===== config.mk =====
export PLATFORM = sky130hd
export DESIGN_NAME = fb_scan_ctrl_flat
export DESIGN_NICKNAME = d
export VERILOG_FILES = /design/src/rtl/fb_ctrl_pkg.sv /design/src/rtl/fb_scan_ctrl_if.sv /design/src/rtl/fb_scan_ctrl_vga_timing.sv /design/src/rtl/fb_scan_ctrl.sv /design/src/flat_wrapper.sv
export SDC_FILE = /design/constraint.sdc
export NUM_CORES = 1
export LEC_CHECK = 0
export ABC_CLOCK_PERIOD_IN_PS = 4200
export CORE_MARGIN = 1.5
export CORE_UTILIZATION = 42
export CTS_CLUSTER_SIZE = 25
export DETAILED_ROUTE_END_ITERATION = 10
export DONT_BUFFER_PORTS = 1
export PLACE_DENSITY_LB_ADDON = 0.15
export SLEW_MARGIN = 5
export SYNTH_ARGS = -nofsm -noshare
export SYNTH_HDL_FRONTEND = slang
export SYNTH_SLANG_ARGS = --single-unit

===== constraint.sdc =====
create_clock -name clk -period 4.2 [get_ports clk]
set_clock_uncertainty 0.15 [all_clocks]
set_input_delay 1.26 -clock clk [delete_from_list [all_inputs] [get_ports clk]]
set_output_delay 1.26 -clock clk [all_outputs]
set_load 0.02 [all_outputs]

===== src/rtl/fb_ctrl_pkg.sv =====
// fb_scan_ctrl shared definitions: VGA timing defaults, framebuffer depth
// and the writer state encoding.
package fb_ctrl_pkg;

    localparam int PIX_W = 4;
    localparam int CNT_W = 17;
    localparam int FB_DEPTH = 76800;

    localparam int H_ACTIVE_D = 640;
    localparam int H_FP_D = 16;
    localparam int H_SYNC_D = 96;
    localparam int H_BP_D = 48;
    localparam int V_ACTIVE_D = 480;
    localparam int V_FP_D = 10;
    localparam int V_SYNC_D = 2;
    localparam int V_BP_D = 33;

    localparam int H_TOTAL = H_ACTIVE_D + H_FP_D + H_SYNC_D + H_BP_D;
    localparam int V_TOTAL = V_ACTIVE_D + V_FP_D + V_SYNC_D + V_BP_D;
    localparam int HS_START = H_ACTIVE_D + H_FP_D;
    localparam int HS_END = HS_START + H_SYNC_D;
    localparam int VS_START = V_ACTIVE_D + V_FP_D;
    localparam int VS_END = VS_START + V_SYNC_D;

    typedef enum logic [1:0] {
        IDLE,
        WAIT_SYNC,
        FILL,
        DONE
    } wr_state_t;

endpackage


===== src/rtl/fb_scan_ctrl_if.sv =====
// Render stream, framebuffer port and video pins of fb_scan_ctrl.
// master = render core / framebuffer side, slave = the controller.
interface fb_scan_ctrl_if;
    import fb_ctrl_pkg::*;

    logic             frame_req;
    logic [PIX_W-1:0] pix_in;
    logic             pix_valid;
    logic             pix_ready;
    logic             frame_done;
    logic [PIX_W-1:0] fb_in;
    logic             fb_write;
    logic             fb_reset_write_ptr;
    logic [PIX_W-1:0] fb_out;
    logic             fb_read;
    logic             fb_reset_read_ptr;
    logic             hsync;
    logic             vsync;
    logic             de;
    logic [PIX_W-1:0] pixel;

    modport master (
        output frame_req, pix_in, pix_valid, fb_out,
        input  pix_ready, frame_done, fb_in, fb_write,
        input  fb_reset_write_ptr, fb_read, fb_reset_read_ptr,
        input  hsync, vsync, de, pixel
    );

    modport slave (
        input  frame_req, pix_in, pix_valid, fb_out,
        output pix_ready, frame_done, fb_in, fb_write,
        output fb_reset_write_ptr, fb_read, fb_reset_read_ptr,
        output hsync, vsync, de, pixel
    );

endinterface


===== src/rtl/fb_scan_ctrl_vga_timing.sv =====
// VGA raster counters with raw sync/de, window decode and frame-start
// strobe (first blanking line, hc=0).
module vga_timing
    import fb_ctrl_pkg::*;
#(
    parameter int H_ACTIVE   = H_ACTIVE_D,
    parameter int H_TOTAL_P  = H_TOTAL,
    parameter int HS_START_P = HS_START,
    parameter int HS_END_P   = HS_END,
    parameter int V_ACTIVE   = V_ACTIVE_D,
    parameter int V_TOTAL_P  = V_TOTAL,
    parameter int VS_START_P = VS_START,
    parameter int VS_END_P   = VS_END,
    parameter int WIN_X      = 160,
    parameter int WIN_Y      = 120,
    parameter int WIN_W      = 320,
    parameter int WIN_H      = 240
) (
    input  logic clk,
    input  logic rst,
    output logic hs_n,
    output logic vs_n,
    output logic de,
    output logic in_win,
    output logic frame_start
);

    localparam logic [9:0] HT_M1 = 10'(H_TOTAL_P - 1);
    localparam logic [9:0] VT_M1 = 10'(V_TOTAL_P - 1);
    localparam logic [9:0] HA    = 10'(H_ACTIVE);
    localparam logic [9:0] VA    = 10'(V_ACTIVE);
    localparam logic [9:0] HS0   = 10'(HS_START_P);
    localparam logic [9:0] HS1   = 10'(HS_END_P);
    localparam logic [9:0] VS0   = 10'(VS_START_P);
    localparam logic [9:0] VS1   = 10'(VS_END_P);
    localparam logic [9:0] WX0   = 10'(WIN_X);
    localparam logic [9:0] WX1   = 10'(WIN_X + WIN_W);
    localparam logic [9:0] WY0   = 10'(WIN_Y);
    localparam logic [9:0] WY1   = 10'(WIN_Y + WIN_H);

    logic [9:0] hc;
    logic [9:0] vc;

    always_ff @(posedge clk or posedge rst) begin
        if (rst) begin
            hc <= '0;
            vc <= '0;
        end else if (hc == HT_M1) begin
            hc <= '0;
            vc <= (vc == VT_M1) ? '0 : vc + 10'd1;
        end else begin
            hc <= hc + 10'd1;
        end
    end

    assign hs_n = !(hc >= HS0 && hc < HS1);
    assign vs_n = !(vc >= VS0 && vc < VS1);
    assign de = (hc < HA) && (vc < VA);
    assign in_win = (hc >= WX0) && (hc < WX1) &&
                    (vc >= WY0) && (vc < WY1);
    assign frame_start = (hc == '0) && (vc == VA);

endmodule


===== src/rtl/fb_scan_ctrl.sv =====
// Framebuffer sequencer: render-stream writer FSM plus VGA scan-out.
// Define FB_TEAR_FREE_EN to hold each fill until frame blanking.
module fb_scan_ctrl
    import fb_ctrl_pkg::*;
#(
    parameter int H_ACTIVE = H_ACTIVE_D,
    parameter int H_FP     = H_FP_D,
    parameter int H_SYNC   = H_SYNC_D,
    parameter int H_BP     = H_BP_D,
    parameter int V_ACTIVE = V_ACTIVE_D,
    parameter int V_FP     = V_FP_D,
    parameter int V_SYNC   = V_SYNC_D,
    parameter int V_BP     = V_BP_D,
    parameter int WIN_X    = 160,
    parameter int WIN_Y    = 120,
    parameter int WIN_W    = 320,
    parameter int WIN_H    = 240
) (
    input logic            clk,
    input logic            rst,
    fb_scan_ctrl_if.slave  bus
);

    localparam logic [CNT_W-1:0] LAST = 17'(FB_DEPTH - 1);

    logic hs_n, vs_n, de_raw, in_win, frame_start;

    vga_timing #(
        .H_ACTIVE   (H_ACTIVE),
        .H_TOTAL_P  (H_ACTIVE + H_FP + H_SYNC + H_BP),
        .HS_START_P (H_ACTIVE + H_FP),
        .HS_END_P   (H_ACTIVE + H_FP + H_SYNC),
        .V_ACTIVE   (V_ACTIVE),
        .V_TOTAL_P  (V_ACTIVE + V_FP + V_SYNC + V_BP),
        .VS_START_P (V_ACTIVE + V_FP),
        .VS_END_P   (V_ACTIVE + V_FP + V_SYNC),
        .WIN_X      (WIN_X),
        .WIN_Y      (WIN_Y),
        .WIN_W      (WIN_W),
        .WIN_H      (WIN_H)
    ) u_tim (
        .clk         (clk),
        .rst         (rst),
        .hs_n        (hs_n),
        .vs_n        (vs_n),
        .de          (de_raw),
        .in_win      (in_win),
        .frame_start (frame_start)
    );

    wr_state_t        state;
    logic [CNT_W-1:0] count;
    logic             ready_q, done_q, wr_q, wrst_q;
    logic [PIX_W-1:0] din_q;
    logic             accept;

    assign accept = bus.pix_valid && ready_q;

    always_ff @(posedge clk or posedge rst) begin
        if (rst) begin
            state   <= IDLE;
            count   <= '0;
            ready_q <= 1'b0;
            done_q  <= 1'b0;
            wr_q    <= 1'b0;
            wrst_q  <= 1'b0;
            din_q   <= '0;
        end else begin
            wr_q   <= 1'b0;
            wrst_q <= 1'b0;
            unique case (state)
                IDLE, DONE: begin
                    if (bus.frame_req) begin
                        done_q <= 1'b0;
                        count  <= '0;
`ifdef FB_TEAR_FREE_EN
                        state  <= WAIT_SYNC;
`else
                        state   <= FILL;
                        ready_q <= 1'b1;
                        wrst_q  <= 1'b1;
`endif
                    end else if (state == DONE) begin
                        done_q <= 1'b1;
                    end
                end
`ifdef FB_TEAR_FREE_EN
                // pointer reset lines up with the read-side reset
                WAIT_SYNC: begin
                    if (frame_start) begin
                        state   <= FILL;
                        ready_q <= 1'b1;
                        wrst_q  <= 1'b1;
                    end
                end
`endif
                FILL: begin
                    if (accept) begin
                        wr_q  <= 1'b1;
                        din_q <= bus.pix_in;
                        count <= count + 17'd1;
                        if (count == LAST) begin
                            state   <= DONE;
                            ready_q <= 1'b0;
                        end
                    end
                end
                default: begin
                    state   <= IDLE;
                    ready_q <= 1'b0;
                end
            endcase
        end
    end

    assign bus.pix_ready          = ready_q;
    assign bus.frame_done         = done_q;
    assign bus.fb_write           = wr_q;
    assign bus.fb_in              = din_q;
    assign bus.fb_reset_write_ptr = wrst_q;
    assign bus.fb_read            = in_win;
    assign bus.fb_reset_read_ptr  = frame_start;

    logic             hs1, vs1, de1, win1;
    logic             hs2, vs2, de2;
    logic [PIX_W-1:0] pix2;

    // two stages so syncs/de meet the framebuffer read latency
    always_ff @(posedge clk or posedge rst) begin
        if (rst) begin
            hs1  <= 1'b1;
            vs1  <= 1'b1;
            de1  <= 1'b0;
            win1 <= 1'b0;
            hs2  <= 1'b1;
            vs2  <= 1'b1;
            de2  <= 1'b0;
            pix2 <= '0;
        end else begin
            hs1  <= hs_n;
            vs1  <= vs_n;
            de1  <= de_raw;
            win1 <= in_win;
            hs2  <= hs1;
            vs2  <= vs1;
            de2  <= de1;
            pix2 <= win1 ? bus.fb_out : '0;
        end
    end

    assign bus.hsync = hs2;
    assign bus.vsync = vs2;
    assign bus.de    = de2;
    assign bus.pixel = pix2;

endmodule


===== src/flat_wrapper.sv =====
// flat-port wrapper written by rule: the top's interface ports become plain ports
module fb_scan_ctrl_flat import fb_ctrl_pkg::*;
#(
    parameter int H_ACTIVE = H_ACTIVE_D,
    parameter int H_FP     = H_FP_D,
    parameter int H_SYNC   = H_SYNC_D,
    parameter int H_BP     = H_BP_D,
    parameter int V_ACTIVE = V_ACTIVE_D,
    parameter int V_FP     = V_FP_D,
    parameter int V_SYNC   = V_SYNC_D,
    parameter int V_BP     = V_BP_D,
    parameter int WIN_X    = 160,
    parameter int WIN_Y    = 120,
    parameter int WIN_W    = 320,
    parameter int WIN_H    = 240
)
  (clk, rst, bus_frame_req, bus_pix_in, bus_pix_valid, bus_fb_out, bus_pix_ready, bus_frame_done, bus_fb_in, bus_fb_write, bus_fb_reset_write_ptr, bus_fb_read, bus_fb_reset_read_ptr, bus_hsync, bus_vsync, bus_de, bus_pixel);
  fb_scan_ctrl_if bus_i ();
  input logic clk;
  input logic rst;
  input wire logic [$bits(bus_i.frame_req)-1:0] bus_frame_req;
  input wire logic [$bits(bus_i.pix_in)-1:0] bus_pix_in;
  input wire logic [$bits(bus_i.pix_valid)-1:0] bus_pix_valid;
  input wire logic [$bits(bus_i.fb_out)-1:0] bus_fb_out;
  output wire logic [$bits(bus_i.pix_ready)-1:0] bus_pix_ready;
  output wire logic [$bits(bus_i.frame_done)-1:0] bus_frame_done;
  output wire logic [$bits(bus_i.fb_in)-1:0] bus_fb_in;
  output wire logic [$bits(bus_i.fb_write)-1:0] bus_fb_write;
  output wire logic [$bits(bus_i.fb_reset_write_ptr)-1:0] bus_fb_reset_write_ptr;
  output wire logic [$bits(bus_i.fb_read)-1:0] bus_fb_read;
  output wire logic [$bits(bus_i.fb_reset_read_ptr)-1:0] bus_fb_reset_read_ptr;
  output wire logic [$bits(bus_i.hsync)-1:0] bus_hsync;
  output wire logic [$bits(bus_i.vsync)-1:0] bus_vsync;
  output wire logic [$bits(bus_i.de)-1:0] bus_de;
  output wire logic [$bits(bus_i.pixel)-1:0] bus_pixel;
  assign bus_i.frame_req = bus_frame_req;
  assign bus_i.pix_in = bus_pix_in;
  assign bus_i.pix_valid = bus_pix_valid;
  assign bus_i.fb_out = bus_fb_out;
  assign bus_pix_ready = bus_i.pix_ready;
  assign bus_frame_done = bus_i.frame_done;
  assign bus_fb_in = bus_i.fb_in;
  assign bus_fb_write = bus_i.fb_write;
  assign bus_fb_reset_write_ptr = bus_i.fb_reset_write_ptr;
  assign bus_fb_read = bus_i.fb_read;
  assign bus_fb_reset_read_ptr = bus_i.fb_reset_read_ptr;
  assign bus_hsync = bus_i.hsync;
  assign bus_vsync = bus_i.vsync;
  assign bus_de = bus_i.de;
  assign bus_pixel = bus_i.pixel;
  fb_scan_ctrl #(.H_ACTIVE(H_ACTIVE), .H_FP(H_FP), .H_SYNC(H_SYNC), .H_BP(H_BP), .V_ACTIVE(V_ACTIVE), .V_FP(V_FP), .V_SYNC(V_SYNC), .V_BP(V_BP), .WIN_X(WIN_X), .WIN_Y(WIN_Y), .WIN_W(WIN_W), .WIN_H(WIN_H)) u_core (.clk(clk), .rst(rst), .bus(bus_i));
endmodule

==> metrics.md <==
| Metric | Value |
|---|---|
| Max_slew headroom | 35.8% |
| Vias | 2140 |
| Share of layout cells above drive strength 1 | 11.8% |
| Clock power share | 48.3% |
| Most common flop cell mapped by yosys | dfrtp_1 |
| Mean post-synth cell area | 10.1 µm² |
| First-pass GRT wire length | 9.67 mm |
| P_leak | 1.33 nW |
| Final ANT Viol Nets | 0 |
| Drt via density | 5.85 |
| Switch Pwr | 0.000298 W |
| Post-route cell area | 3180 µm² |
| Worst slew pin tran | 0.963 ns |
| Synth unique cells | 48 |
| Hold_sp | u_core.de1 |
| Num ports | 29 |
| Fin. Hold Viols | 0 |
| RePlAce Congestion | 0.835 |
| Hold EP | u_core.bus.de |
| Hold Buf Count CTS | 0 |
| Clock buffer depth | 2 |
| CP Max Fanout | 8 |
| Worst-path clk slew | 0.06 ns |
| DP Area | 2920 µm² |
| Post-synth EDFFs | 0 |
| Fillers | 631 |
| Cell with the most instances after synthesis | dfrtp_1 |
| Number of H-tree levels | 3 |
| Num rows | 29 |
| Sequential-to-total area share from yosys stat | 50.9% |
| Synthesized Nets | 303 |
| Port Buffers | 0 |
| Post-CTS Setup Bufs | 0 |
| Vias in the first global route | 2023 |
| Worst Setup End Kind | primary output |
| Area of the core | 6460 µm² |
| Pin count of the biggest net entering global routing | 48 |
| Reg-to-Reg End | u_core.count[9] |
| Int Pwr | 0.00104 W |
| Share of the synthesized area in the top cell type | 47.2% |
| Clk root buf | clkbuf_8 |
| Comb pwr share | 5.2% |
| CTS tree | done |
| Worst EP required | 2.79 ns |
| Syn Inst Count | 282 |
| Worst hold path cell count | 0 |
| GRT Total Usage | 16.7% |
| Fin nets | 305 |
| R2R cell count | 6 |
| Startpoint Class | flop |
| Die width | 85.5 µm |
| Full die area | 7310 µm² |
| Final setup viols | 0 |
| Switch share | 22.3% |
| Placed instance count | 350 |
| Hold Crit Class | reg -> reg |
| CTS Sinks | 58 |
| Max VDD drop | 0.254 mV |
| Min Tclk post-route | 3.44 ns |
| YS warnings | 0 |
| Ant diodes | 0 |
| Final hold slack | 0.197 ns |
| Critical R2R Launch | u_core.state[0] |
| Non-Filler Instances | 366 |
| DR iter-0 viols | 152 |
| Post-Route WL | 5.62 mm |
| Most instantiated cells after synthesis | dfrtp_1 (54), a21oi_1 (18), nand3_1 (17) |
| Fmax | 291 MHz |
| Initial core utilization | 44.3% |
| Max Cap Viol | 0 |
| Status | finished, final reports clean |
| Area grow syn2layout | 11.1% |
| Drt drc | 0 |
| Synth area leader | dfrtp_1 |
| FFs w/ async S/R, synth | 100% |
| Kind of critical path | reg -> out |
| Final HPWL DP | 3.84 mm |
| Initial antenna violation count | 0 |
| Pwr Density | 421 nW/µm² |
| Top cells by area, synth | dfrtp_1 (47%), ha_1 (3.9%), dfstp_2 (3.7%) |
| Global route overflow | 0 |
| Worst Path Arrival | 2.03 ns |
| Number of synthesized register bits | 58 |
| Post-Syn Area | 2860 µm² |
| TritonRoute pass-1 iters | 6 |
| Routed len/inst | 15.4 µm |
| Latest clock arrival within the worst-skew pair | 0.32 ns |
| Power share of the sequential group | 46.5% |
| Pins Over Slew Limit | 0 |
| R2r setup slk | 1.76 ns |
| Unrepaired setup endpoints after global routing | false |
| Post_cts resized | 0 |
| Height of the die | 85.5 µm |
| Setup TNS | 0 ns |
| Period utilization | 81.8% |
| Total CTS buffers | 9 |
## critical path, cell delays in order (launching register included)
cell	delay [ns]
dfrtp_1	0.44
and4_1	0.24
a2111o_1	0.34
a211oi_1	0.69
## placed cells by master, fill, tap and decap left out, types with 3 or more instances in the layout
cell type and instances:
nand2_1 16, or3_1 4, xnor2_1 3, nor3_1 9
nand4_1 13, dfrtp_1 54, and3_1 10, xor2_1 7
clkbuf_8 11, nand3_1 17, and2_1 7, a21oi_1 18
dfstp_2 4, o31ai_1 13, nand2b_1 3, mux2i_1 3
nor2_1 12, o21ai_0 12, buf_4 3, inv_1 12
bufinv_16 3, ha_1 9, or4_1 9, mux2_2 5
## worst max path at each step
stage | from | depth (start not counted) | slack [ns] | to
after floorplan | u_core.u_tim.hc[7] | 4 | 1.18 | bus_fb_read
after global routing | u_core.u_tim.hc[7] | 3 | 0.64 | bus_fb_read
after global placement | u_core.u_tim.hc[7] | 3 | 1.09 | bus_fb_read
after CTS | u_core.u_tim.hc[8] | 3 | 0.71 | bus_fb_read
final | u_core.u_tim.hc[8] | 3 | 0.76 | bus_fb_read
after detailed placement | u_core.u_tim.hc[8] | 3 | 1.08 | bus_fb_read
## cells by family after synthesis
logic type / count (synthesis) / share of synthesized area, %
AOI/OAI and AO/OA: 57 / 12.6
and+or+nand+nor: 115 / 22.8
adders and majority gates: 9 / 3.94
xor gates and xnor gates: 10 / 3.06
buffers and inverters: 25 / 3.63
muxes: 8 / 3.02
DFF: 58 / 50.9
## layout make-up
type / instances / area, µm² / area share, %
Sequential cell: 58 / 1460 / 45.8
Clock buffer: 12 / 155 / 4.88
Multi-Input combinational cell: 199 / 1300 / 40.9
Inverter: 13 / 48.8 / 1.54
Tap cell: 77 / 96.3 / 3.03
Timing Repair Buffer: 3 / 22.5 / 0.709
Clock inverter: 4 / 97.6 / 3.07
## stage by stage
step	utilization (%)	setup WS (ns)	total power (W)
global route	49.2	0.638	0.00140
finish	49.2	0.763	0.00134
detailed placement	45.3	1.08	0.000704
global placement	45.3	1.09	0.000701
CTS	49.2	0.708	0.00136
floorplan	-	1.18	0.000682
## power by group through the flow
stage / Clock, W / Combinational (W) / Sequential (W)
detailed placement: 0 / 0.0000718 / 0.000632
floorplan: 0 / 0.0000576 / 0.000625
global placement: 0 / 0.0000693 / 0.000631
finish: 0.000646 / 0.0000693 / 0.000622
CTS: 0.000662 / 0.0000719 / 0.000622
global route: 0.000691 / 0.0000843 / 0.000629
## routing by layer
| layer | part of all wire, % | global-route usage [%] | vias up |
|---|---|---|---|
| li1 | - | - | 1054 |
| met1 | 50 | 23.3 | 1043 |
| met2 | 45 | 25.3 | 41 |
| met3 | 4.1 | 4.91 | 2 |
| met4 | 0.53 | 4.84 | 0 |
| met5 | 0 | 0 | - |
## sequential cells by signal (all words and copies together) (netlist names), 2 cells and up
name,count
u_core.count,17
u_core.u_tim.hc,10
u_core.u_tim.vc,10
u_core.bus.fb_in,4
u_core.bus.pixel,4
u_core.state,2
Power figures use the tool's default switching activity.
